--- src/rtl/clkgen_pkg.sv ---
// ---------------------------------------------------------------------------
// clkgen_pkg
// Shared definitions for the programmable clock-pattern generator:
//   - CLKGEN_CNT_W : default width of the ton/toff/phase cycle counts
//   - clkgen_state_e : controller state encoding
//   - clkgen_cfg_t : one complete waveform configuration at the default width
// ---------------------------------------------------------------------------
package clkgen_pkg;

  localparam int CLKGEN_CNT_W = 16;

  typedef enum logic [1:0] {
    IDLE  = 2'd0,
    PHASE = 2'd1,
    HIGH  = 2'd2,
    LOW   = 2'd3
  } clkgen_state_e;

  typedef struct packed {
    logic [CLKGEN_CNT_W-1:0] ton;
    logic [CLKGEN_CNT_W-1:0] toff;
    logic [CLKGEN_CNT_W-1:0] phase;
  } clkgen_cfg_t;

  // Build a default-width configuration from its three fields.
  function automatic clkgen_cfg_t clkgen_mk_cfg(
    input logic [CLKGEN_CNT_W-1:0] ton,
    input logic [CLKGEN_CNT_W-1:0] toff,
    input logic [CLKGEN_CNT_W-1:0] phase
  );
    clkgen_cfg_t c;
    c.ton   = ton;
    c.toff  = toff;
    c.phase = phase;
    return c;
  endfunction

endpackage

--- src/rtl/clkgen_if.sv ---
// ---------------------------------------------------------------------------
// clkgen_if
// Configuration valid/ready channel for clkgen_ctrl.
//   cfg_valid : configuration offered (master -> slave)
//   cfg_ready : configuration can be accepted (slave -> master)
//   cfg_ton   : high-time cycles, must be nonzero
//   cfg_toff  : low-time cycles, must be nonzero
//   cfg_phase : cycles from start to first high, zero allowed
// Modports: master (configuration source), slave (clkgen_ctrl).
// ---------------------------------------------------------------------------
interface clkgen_if
  import clkgen_pkg::*;
#(
  parameter int CNT_W = CLKGEN_CNT_W
) ();

  logic             cfg_valid;
  logic             cfg_ready;
  logic [CNT_W-1:0] cfg_ton;
  logic [CNT_W-1:0] cfg_toff;
  logic [CNT_W-1:0] cfg_phase;

  modport master (
    output cfg_valid,
    output cfg_ton,
    output cfg_toff,
    output cfg_phase,
    input  cfg_ready
  );

  modport slave (
    input  cfg_valid,
    input  cfg_ton,
    input  cfg_toff,
    input  cfg_phase,
    output cfg_ready
  );

endinterface

--- src/rtl/clkgen_cnt.sv ---
// ---------------------------------------------------------------------------
// clkgen_cnt
// Loadable down-counter with zero flags, used to time each controller state.
//   clk         : system clock
//   rst         : synchronous active-high reset, clears the count
//   load_i      : load load_val_i this cycle (has priority over dec_i)
//   load_val_i  : value to load (state length minus one)
//   dec_i       : decrement this cycle; the count holds at zero, never wraps
//   zero_o      : current count is zero
//   next_zero_o : count after this edge will be zero (lookahead for
//                 registered pulses that must line up with the zero cycle)
// ---------------------------------------------------------------------------
module clkgen_cnt
  import clkgen_pkg::*;
#(
  parameter int CNT_W = CLKGEN_CNT_W
) (
  input  logic             clk,
  input  logic             rst,
  input  logic             load_i,
  input  logic [CNT_W-1:0] load_val_i,
  input  logic             dec_i,
  output logic             zero_o,
  output logic             next_zero_o
);

  logic [CNT_W-1:0] cnt_q;
  logic [CNT_W-1:0] cnt_d;

  // Next count: a load wins over a decrement, and the count parks at zero
  // so an unexpected extra decrement can never wrap to the maximum value.
  always_comb begin
    cnt_d = cnt_q;
    if (load_i) begin
      cnt_d = load_val_i;
    end else if (dec_i && (cnt_q != '0)) begin
      cnt_d = cnt_q - CNT_W'(1);
    end
  end

  // Count register.
  always_ff @(posedge clk) begin
    if (rst) begin
      cnt_q <= '0;
    end else begin
      cnt_q <= cnt_d;
    end
  end

  assign zero_o      = (cnt_q == '0);
  assign next_zero_o = (cnt_d == '0);

endmodule

--- src/rtl/clkgen_ctrl.sv ---
// ---------------------------------------------------------------------------
// clkgen_ctrl
// Programmable clock-pattern generator. Produces a periodic waveform with
// programmable high time, low time and start phase (all in clk cycles).
// Configuration is shadowed and only takes effect at period boundaries.
//   clk         : system clock
//   rst         : synchronous active-high reset
//   cfg         : configuration channel (clkgen_if slave)
//   start       : begin generation (only in IDLE with a loaded config)
//   stop        : request stop (graceful from HIGH/LOW, immediate in PHASE)
//   gen_out     : generated waveform, straight from a flop
//   running     : controller is not IDLE
//   period_done : one-cycle pulse in the last LOW cycle of each period
//   cfg_err     : one-cycle pulse after a config with ton or toff of zero
// ---------------------------------------------------------------------------
module clkgen_ctrl
  import clkgen_pkg::*;
#(
  parameter int CNT_W = CLKGEN_CNT_W
) (
  input  logic     clk,
  input  logic     rst,
  clkgen_if.slave  cfg,
  input  logic     start,
  input  logic     stop,
  output logic     gen_out,
  output logic     running,
  output logic     period_done,
  output logic     cfg_err
);

  typedef struct packed {
    logic [CNT_W-1:0] ton;
    logic [CNT_W-1:0] toff;
    logic [CNT_W-1:0] phase;
  } cfg_t;

  clkgen_state_e    state_q, state_d;
  cfg_t             act_q, act_d;
  cfg_t             pend_q, pend_d;
  cfg_t             cfg_in;
  logic             pend_vld_q, pend_vld_d;
  logic             loaded_q, loaded_d;
  logic             stop_pend_q, stop_pend_d;
  logic             gen_out_q, running_q, period_done_q, cfg_err_q, cfg_ready_q;

  logic             xfer, cfg_bad, start_go, stop_now;
  logic             cnt_load, cnt_dec, cnt_zero, cnt_next_zero;
  logic [CNT_W-1:0] cnt_val;

  // State timer: each state loads its length minus one on entry and the
  // controller moves on when the count reaches zero.
  clkgen_cnt #(
    .CNT_W (CNT_W)
  ) u_cnt (
    .clk         (clk),
    .rst         (rst),
    .load_i      (cnt_load),
    .load_val_i  (cnt_val),
    .dec_i       (cnt_dec),
    .zero_o      (cnt_zero),
    .next_zero_o (cnt_next_zero)
  );

  // Next-state, counter control and shadow-register update.
  // A config accepted while the controller stays in IDLE goes straight into
  // the active set; otherwise it waits in the pending set, which is copied
  // into the active set at the end of the current LOW phase (or when a stop
  // returns us to IDLE). cfg_ready mirrors "pending slot empty", so an
  // accepted config can never overwrite one that is still waiting.
  // Stop seen on the very last LOW edge counts as well as a stored request.
  always_comb begin
    cfg_in.ton   = cfg.cfg_ton;
    cfg_in.toff  = cfg.cfg_toff;
    cfg_in.phase = cfg.cfg_phase;

    xfer     = cfg.cfg_valid && cfg_ready_q;
    cfg_bad  = (cfg_in.ton == '0) || (cfg_in.toff == '0);
    start_go = start && !stop && loaded_q;
    stop_now = stop || stop_pend_q;

    state_d     = state_q;
    cnt_load    = 1'b0;
    cnt_val     = '0;
    cnt_dec     = (state_q != IDLE);
    act_d       = act_q;
    pend_d      = pend_q;
    pend_vld_d  = pend_vld_q;
    loaded_d    = loaded_q;
    stop_pend_d = stop_pend_q;

    unique case (state_q)
      IDLE: begin
        if (start_go) begin
          cnt_load = 1'b1;
          if (act_q.phase != '0) begin
            state_d = PHASE;
            cnt_val = act_q.phase - CNT_W'(1);
          end else begin
            state_d = HIGH;
            cnt_val = act_q.ton - CNT_W'(1);
          end
        end
      end
      PHASE: begin
        if (stop) begin
          state_d = IDLE;
        end else if (cnt_zero) begin
          state_d  = HIGH;
          cnt_load = 1'b1;
          cnt_val  = act_q.ton - CNT_W'(1);
        end
      end
      HIGH: begin
        if (stop) begin
          stop_pend_d = 1'b1;
        end
        if (cnt_zero) begin
          state_d  = LOW;
          cnt_load = 1'b1;
          cnt_val  = act_q.toff - CNT_W'(1);
        end
      end
      LOW: begin
        if (stop) begin
          stop_pend_d = 1'b1;
        end
        if (cnt_zero) begin
          if (stop_now) begin
            state_d = IDLE;
          end else begin
            state_d  = HIGH;
            cnt_load = 1'b1;
            if (pend_vld_q) begin
              cnt_val    = pend_q.ton - CNT_W'(1);
              act_d      = pend_q;
              pend_vld_d = 1'b0;
            end else begin
              cnt_val = act_q.ton - CNT_W'(1);
            end
          end
        end
      end
      default: begin
        state_d = IDLE;
      end
    endcase

    if ((state_d == IDLE) && (state_q != IDLE)) begin
      stop_pend_d = 1'b0;
      if (pend_vld_q) begin
        act_d      = pend_q;
        pend_vld_d = 1'b0;
      end
    end

    if (xfer && !cfg_bad) begin
      if (state_d == IDLE) begin
        act_d    = cfg_in;
        loaded_d = 1'b1;
      end else begin
        pend_d     = cfg_in;
        pend_vld_d = 1'b1;
      end
    end
  end

  // Controller registers. All outputs are flops computed from the next
  // state, so gen_out has no combinational path from any input.
  // period_done uses the counter lookahead so the pulse sits exactly in the
  // last LOW cycle rather than one cycle late.
  always_ff @(posedge clk) begin
    if (rst) begin
      state_q       <= IDLE;
      act_q         <= '0;
      pend_q        <= '0;
      pend_vld_q    <= 1'b0;
      loaded_q      <= 1'b0;
      stop_pend_q   <= 1'b0;
      gen_out_q     <= 1'b0;
      running_q     <= 1'b0;
      period_done_q <= 1'b0;
      cfg_err_q     <= 1'b0;
      cfg_ready_q   <= 1'b1;
    end else begin
      state_q       <= state_d;
      act_q         <= act_d;
      pend_q        <= pend_d;
      pend_vld_q    <= pend_vld_d;
      loaded_q      <= loaded_d;
      stop_pend_q   <= stop_pend_d;
      gen_out_q     <= (state_d == HIGH);
      running_q     <= (state_d != IDLE);
      period_done_q <= (state_d == LOW) && cnt_next_zero;
      cfg_err_q     <= xfer && cfg_bad;
      cfg_ready_q   <= !pend_vld_d;
    end
  end

  assign gen_out       = gen_out_q;
  assign running       = running_q;
  assign period_done   = period_done_q;
  assign cfg_err       = cfg_err_q;
  assign cfg.cfg_ready = cfg_ready_q;

endmodule

--- src/flat_wrapper.sv ---
// flat-port wrapper written by rule: the top's interface ports become plain ports
module clkgen_ctrl_flat import clkgen_pkg::*;
#(
  parameter int CNT_W = CLKGEN_CNT_W
)
  (clk, rst, start, stop, gen_out, running, period_done, cfg_err, cfg_cfg_valid, cfg_cfg_ton, cfg_cfg_toff, cfg_cfg_phase, cfg_cfg_ready);
  clkgen_if #(.CNT_W(CNT_W)) cfg_i ();
  input  logic clk;
  input  logic rst;
  input  logic start;
  input  logic stop;
  output logic gen_out;
  output logic running;
  output logic period_done;
  output logic cfg_err;
  input wire logic [$bits(cfg_i.cfg_valid)-1:0] cfg_cfg_valid;
  input wire logic [$bits(cfg_i.cfg_ton)-1:0] cfg_cfg_ton;
  input wire logic [$bits(cfg_i.cfg_toff)-1:0] cfg_cfg_toff;
  input wire logic [$bits(cfg_i.cfg_phase)-1:0] cfg_cfg_phase;
  output wire logic [$bits(cfg_i.cfg_ready)-1:0] cfg_cfg_ready;
  assign cfg_i.cfg_valid = cfg_cfg_valid;
  assign cfg_i.cfg_ton = cfg_cfg_ton;
  assign cfg_i.cfg_toff = cfg_cfg_toff;
  assign cfg_i.cfg_phase = cfg_cfg_phase;
  assign cfg_cfg_ready = cfg_i.cfg_ready;
  clkgen_ctrl #(.CNT_W(CNT_W)) u_core (.clk(clk), .rst(rst), .cfg(cfg_i), .start(start), .stop(stop), .gen_out(gen_out), .running(running), .period_done(period_done), .cfg_err(cfg_err));
endmodule
--- config.mk ---
export PLATFORM = sky130hd
export DESIGN_NAME = clkgen_ctrl_flat
export DESIGN_NICKNAME = d
export VERILOG_FILES = /design/src/rtl/clkgen_pkg.sv /design/src/rtl/clkgen_if.sv /design/src/rtl/clkgen_cnt.sv /design/src/rtl/clkgen_ctrl.sv /design/src/flat_wrapper.sv
export SDC_FILE = /design/constraint.sdc
export NUM_CORES = 1
export LEC_CHECK = 0
export CAP_MARGIN = 20
export CORE_MARGIN = 2
export CORE_UTILIZATION = 63
export DETAILED_ROUTE_END_ITERATION = 8
export PLACE_DENSITY_LB_ADDON = 0.15
export SYNTH_ARGS = -nofsm -noshare
export SYNTH_HDL_FRONTEND = slang
export SYNTH_SLANG_ARGS = --single-unit
--- constraint.sdc ---
create_clock -name clk -period 6.65 [get_ports clk]
set_input_delay 1.33 -clock clk [delete_from_list [all_inputs] [get_ports clk]]
set_output_delay 1.33 -clock clk [all_outputs]
set_load 0.1 [all_outputs]
Word-level counts from Yosys, hierarchy flattened
Cells that the tools add are included.

Add/subtract/negate cells: 5. Equal/unequal tests: 5. Mux-type cells: 40. Bitwise gates (word level): 1. Reduce and logical (&&, ||, !) cells: 28.

Operators by type and width (count): $mux 48 (8); $mux 16 (10); $sub 16x1->16 const B (5); $logic_not 16->1 (4); $pmux 16 s4 (1); $reduce_bool 16->1 (2); $mux 2 (7); $mux 1 (12); $eq 2x2->1 const B (4); $logic_and 1x1->1 (8); $pmux 2 s4 (1); $reduce_and 2->1 (3); $logic_not 2->1 (2); $pmux 1 s4 (1); $reduce_bool 2->1 (2); $reduce_or 2->1 (2); $logic_not 1->1 (3); $eq 2x1->1 const B (1); $logic_or 1x1->1 (2); $not 1->1 (1).

Register bits: 122. Bits of input ports: 53. Logic and storage cells: 95.

Logic depth before layout (Yosys ltp)
Word-level depth: 11. Mapped depth: 14.

Cells and area by module
A second synthesis with hierarchy kept.

Cells, all modules: 931. Area total of the unflattened synthesis: 7397.1 um^2.

Modules (own cells, without submodules): clkgen_ctrl (times used 1, cells an instance 796, area each 6266.0 um^2, sequential area each 2122.0 um^2); clkgen_cnt (times used 1, cells an instance 135, area each 1131.1 um^2, sequential area each 320.3 um^2).

Worst setup path after synthesis
OpenSTA, ideal clock, no wires.

Path kind: in2reg. From: in stop. To: reg u_core.period_done_q (netlist: u_core.period_done). Arrival time: 3.215 ns. Data required time: 6.562 ns. Path slack: 3.347 ns. Stages on the path: 9. Path through: and3b_1 > and2_0 > clkbuf_1 > a22o_1 > o21a_1 > o41a_1 > nor4_2 > nand4_1 > nor4_2.

Cells in the longest elaborated chain, start to end: 8. Elaborated cells on any way between the ends: 23. Classes of those cells: eq/ne: 1; mux: 16; reduce/logical: 6.

Ends and longest elaborated chain: start, declared (RTL line flat_wrapper.sv:11) `input logic stop;`; $logic_not 1->1 (RTL line clkgen_ctrl.sv:79) `start_go = start && !stop && loaded_q;`; $logic_and 1x1->1 (2 in a row) (RTL line clkgen_ctrl.sv:79); $mux 16 or $mux 1 (tied branches) (RTL line clkgen_ctrl.sv:94) `if (start_go) begin`; $pmux 16 s4 or $pmux 1 s4 (tied branches) (RTL line clkgen_ctrl.sv:92) `unique case (state_q)`; $mux 16 (RTL line clkgen_cnt.sv:34) `if (load_i) begin`; $logic_not 16->1 (RTL line clkgen_cnt.sv:51) `assign next_zero_o = (cnt_d == '0);`; $logic_and 1x1->1 (*) (RTL line clkgen_ctrl.sv:194) `period_done_q <= (state_d == LOW) && cnt_next_zero;`; end signal, assigned (RTL line clkgen_ctrl.sv:194); end, declared (RTL line clkgen_ctrl.sv:45) `logic gen_out_q, running_q, period_done_q, cfg_err_q, cfg_ready_q;`.

Every way passes the cells marked *; elsewhere a longest branch is shown, timed or not. A chain may end at the register's enable or synchronous reset.

Worst setup path after layout
From: in stop. To: reg u_core.act_q[5] in the netlist's numbering.

Cells in the longest elaborated chain, start to end: 10. Elaborated cells on any way between the ends: 18. Classes of those cells: mux: 12; reduce/logical: 6.

Ends and longest elaborated chain: $logic_not 1->1 (RTL line clkgen_ctrl.sv:79); $logic_and 1x1->1 (2 in a row) (RTL line clkgen_ctrl.sv:79); $mux 2 (RTL line clkgen_ctrl.sv:94); $pmux 2 s4 (RTL line clkgen_ctrl.sv:92); $logic_not 2->1 (RTL line clkgen_ctrl.sv:149, clkgen_ctrl.sv:158); $logic_and 1x1->1 (RTL line clkgen_ctrl.sv:149) `if ((state_d == IDLE) && (state_q != IDLE)) begin`; $mux 48 (RTL line clkgen_ctrl.sv:149); $mux 48 (RTL line clkgen_ctrl.sv:158) `if (state_d == IDLE) begin`; $mux 48 (*) (RTL line clkgen_ctrl.sv:157) `if (xfer && !cfg_bad) begin`; end signal, assigned (RTL line clkgen_ctrl.sv:187) `act_q <= act_d;`; end, declared (RTL line clkgen_ctrl.sv:39) `cfg_t act_q, act_d;`.

Marks and branches as above.

==> results.ini <==
[synthesis]
syn_inst=900
synthFlopType=dfxtp_1
synthesis.nets=958
yosysTopAreaCell=dfxtp_1
syn_area_sq_um=7060
synth_edf_count=0
async_flop_share=0
synth_cell_types=71
synth_top_area_frac=0.346
ys_top_cells_by_area=dfxtp_1, nand2_1, a311oi_2, nor2_1, a21oi_1
yosys_warnings=0
ys_ff_latch=122
syn_avg_cell_area_sq_um=7.84
synth.yosys.seq_area_share=0.346

[timing]
hold_viol=0
finClkSkew_ns=0.0107
setup_tns_ns=0
relSlewSlack=0.330
finalMaxSlewViolations=0
whs_ns=0.460
period_minus_slack_ns=4.13
tightest_slew_ns=1.00
fmaxAchievable_mhz=242
rsz0062_at_grt=false
period_share=0.621
setup_viol=0

[power]
power_mw=2.58
power_density_nw_per_um2=317
swShare=0.369
power_frac_clock=0.340
p_leak_nw=2.84
ir_worst_vdd_uv=343
seqPwrFrac=0.352
p_int_mw=1.63
comb_power_share=0.309
p_sw_uw=954

[worst_setup_path]
required_ns=7.08
worst_r2r_startpoint=u_core.u_cnt.cnt_q[0]$_SDFF_PP0_
crit_path_cell_trace=clkdlybuf4s50_1, and3b_1, nand2_1, nor2_4, or3_4, o31ai_2, and2_2, nand2_1, a311oi_2
crit_type=primary input to flop
rrSetupSlack_ns=2.70
start_kind=primary input
cp_slowest_cell=and2_2
critPathMostFrequentCell=nand2_1
crit_path_end_kind=flop
r2r_cells=10
crit_path_max_incr_delay_ns=0.81
cp.arrival_ns=4.56
r2r_end=u_core.act_q[5]$_SDFF_PP0_
cp_max_fo=48

[floorplanning]
start_util=0.648
io_pins=58
placementRows=38
die_h_um=110
die-area_sq_um=12100
fp.dieW_um=110
core_sq_um=10900

[cts]
clock-sinks=122
ctsResizeCount=0
clockRootBuffer=clkbuf_8
post_cts_buffers=0
cts_buffers=17
clk_latency_ns=0.55
cts_tree=done
path_clk_slew_ns=0.06
clockBufferDepth=2
cts_max_level=4
cts_hold_buf=0

[global_routing]
grt_max_degree=98
grt.overflow.total=0
grt_pass1_vias=6542
grt_pass1_wl_mm=34.2
grt_use_total=0.374
antenna_found_initial=0

[final_layout]
diodes=0
fillCellCount=803
post_route_cells_drive_above_1_share=0.0979
nNetsFinal=985
syn2layout_area_growth_pct=15.7
multi_input_area_sq_um=4300
seq_area_sq_um=2440
fin_cells=1080

[flow_run]
max-cap-violations=0

[placed_design]
numPortBuffers=57
place_inst=1047
hpwl_mm=15.4
place.gp.congestion=0.997

[detailed_routing]
wl_mm=22.0
drc_errors=0
ant_nets=0
route.detailed.wl_per_inst_um=20.4
drt_iter0_markers=777
drtPass1Iterations=6
vias_per_cell=6.48
vias=7000

[status]
status=finished, final reports clean

[worst_hold_path]
whs_endpoint=u_core.pend_q[4]$_SDFFE_PP0P_
hp-start=u_core.pend_q[4]$_SDFFE_PP0P_
holdPathStages=2
hp-class=flop to flop

## sequential cells by signal (all words and copies together) (netlist names)
signal                count
u_core.act_q             48
u_core.pend_q            48
u_core.loaded_q           1
u_core.period_done        1
u_core.cfg_err            1
u_core.state_q            2
u_core.running            1
u_core.cfg.cfg_ready      1
u_core.stop_pend_q        1
u_core.gen_out            1
u_core.pend_vld_q         1
u_core.u_cnt.cnt_q       16
## layout make-up
type	instances	area share
clock inverters	12	0.0141
inverters	13	0.00598
well taps	140	0.0215
multi-input cells	709	0.526
clock buffers	20	0.0546
repair buffers	64	0.0785
flip-flops and latches	122	0.299
## synth_stat cells (all sizes together), types with 7 or more instances
cell	count
nand2	221
o21ai	15
inv	13
or3	15
nor2	94
xnor2	34
nand2b	7
o31ai	8
a21oi	61
xor2	27
nor3	21
nand3	16
nor4	32
dfxtp	122
buf	21
clkbuf	35
o22ai	10
or4	8
a311oi	48
nand4	11
## metrics by stage
stage | worst slack, ns | utilization | area (sq um)
3_5_place_dp | 2.10 | 0.696 | 7570
2_1_floorplan | 3.35 | - | 7060
6_report | 2.52 | 0.750 | 8160
4_1_cts | 2.56 | 0.747 | 8140
5_1_grt | 2.32 | 0.750 | 8160
3_3_place_gp | 2.31 | 0.696 | 7570
## power by group through the flow
stage	Combinational, mW	Sequential, mW	Clock [mW]
3_3_place_gp	0.746	0.911	0
4_1_cts	0.776	0.904	0.878
5_1_grt	0.860	0.917	0.910
3_5_place_dp	0.768	0.917	0
6_report	0.798	0.909	0.878
2_1_floorplan	0.566	0.897	0
## worst max-delay path: cells and delay by family
kind	cells	cell delay [ns]
buffers and inverters	1	0.54
AND/OR/NAND/NOR	6	2.03
AO/OA/AOI/OAI	2	0.63
## layer usage
layer	wire, um	up-vias	track usage
met5	0	-	0
met4	969	0	0.169
met3	1510	88	0.0794
met2	10700	349	0.629
met1	8900	3295	0.457
li1	-	3268	-
## logic make-up after synthesis
logic type               Yosys count  share of synthesized area
flip-flops                       122                      0.346
AO/OA/AOI/OAI                    180                      0.203
buffers and inverters             69                     0.0477
adder cells (fa/ha/maj)            5                    0.00886
AND/OR/NAND/NOR                  459                      0.313
multiplexers                       4                    0.00585
XOR/XNOR                          61                     0.0757
## worst max-delay path by stage
stage	slack, ns	cells past startpoint	startpoint	endpoint
global route	2.32	9	stop	u_core.act_q[5]$_SDFF_PP0_
finish	2.52	9	stop	u_core.act_q[5]$_SDFF_PP0_
detailed placement	2.10	9	stop	u_core.act_q[4]$_SDFF_PP0_
global placement	2.31	9	stop	u_core.act_q[10]$_SDFF_PP0_
CTS	2.56	9	stop	u_core.act_q[5]$_SDFF_PP0_
floorplan	3.35	9	stop	u_core.period_done$_SDFF_PP0_
## placed cells by master (no fill, tap or decap), types with 5 or more instances in the layout
cell type / netlist / routed
nor4_1: 25 / 25
xnor2_1: 34 / 34
buf_4: 1 / 7
o211ai_1: 6 / 6
clkdlybuf4s50_1: 0 / 56
xor2_1: 27 / 27
o21ai_0: 14 / 14
ha_1: 5 / 5
nand3_1: 16 / 16
inv_1: 13 / 13
nor2_1: 93 / 93
nor3_1: 21 / 21
a311oi_2: 29 / 29
dfxtp_1: 122 / 122
o22ai_1: 10 / 10
a211oi_1: 5 / 5
nor3b_1: 5 / 5
nand2b_1: 7 / 7
o31ai_1: 7 / 7
nand4_1: 10 / 10
nand2_1: 221 / 221
a311oi_1: 19 / 19
a21oi_1: 61 / 60
or3_1: 14 / 13
nor2b_1: 6 / 6
clkbuf_16: 0 / 16
or4_1: 8 / 8
Note: power is estimated with default switching activity, not from simulation.
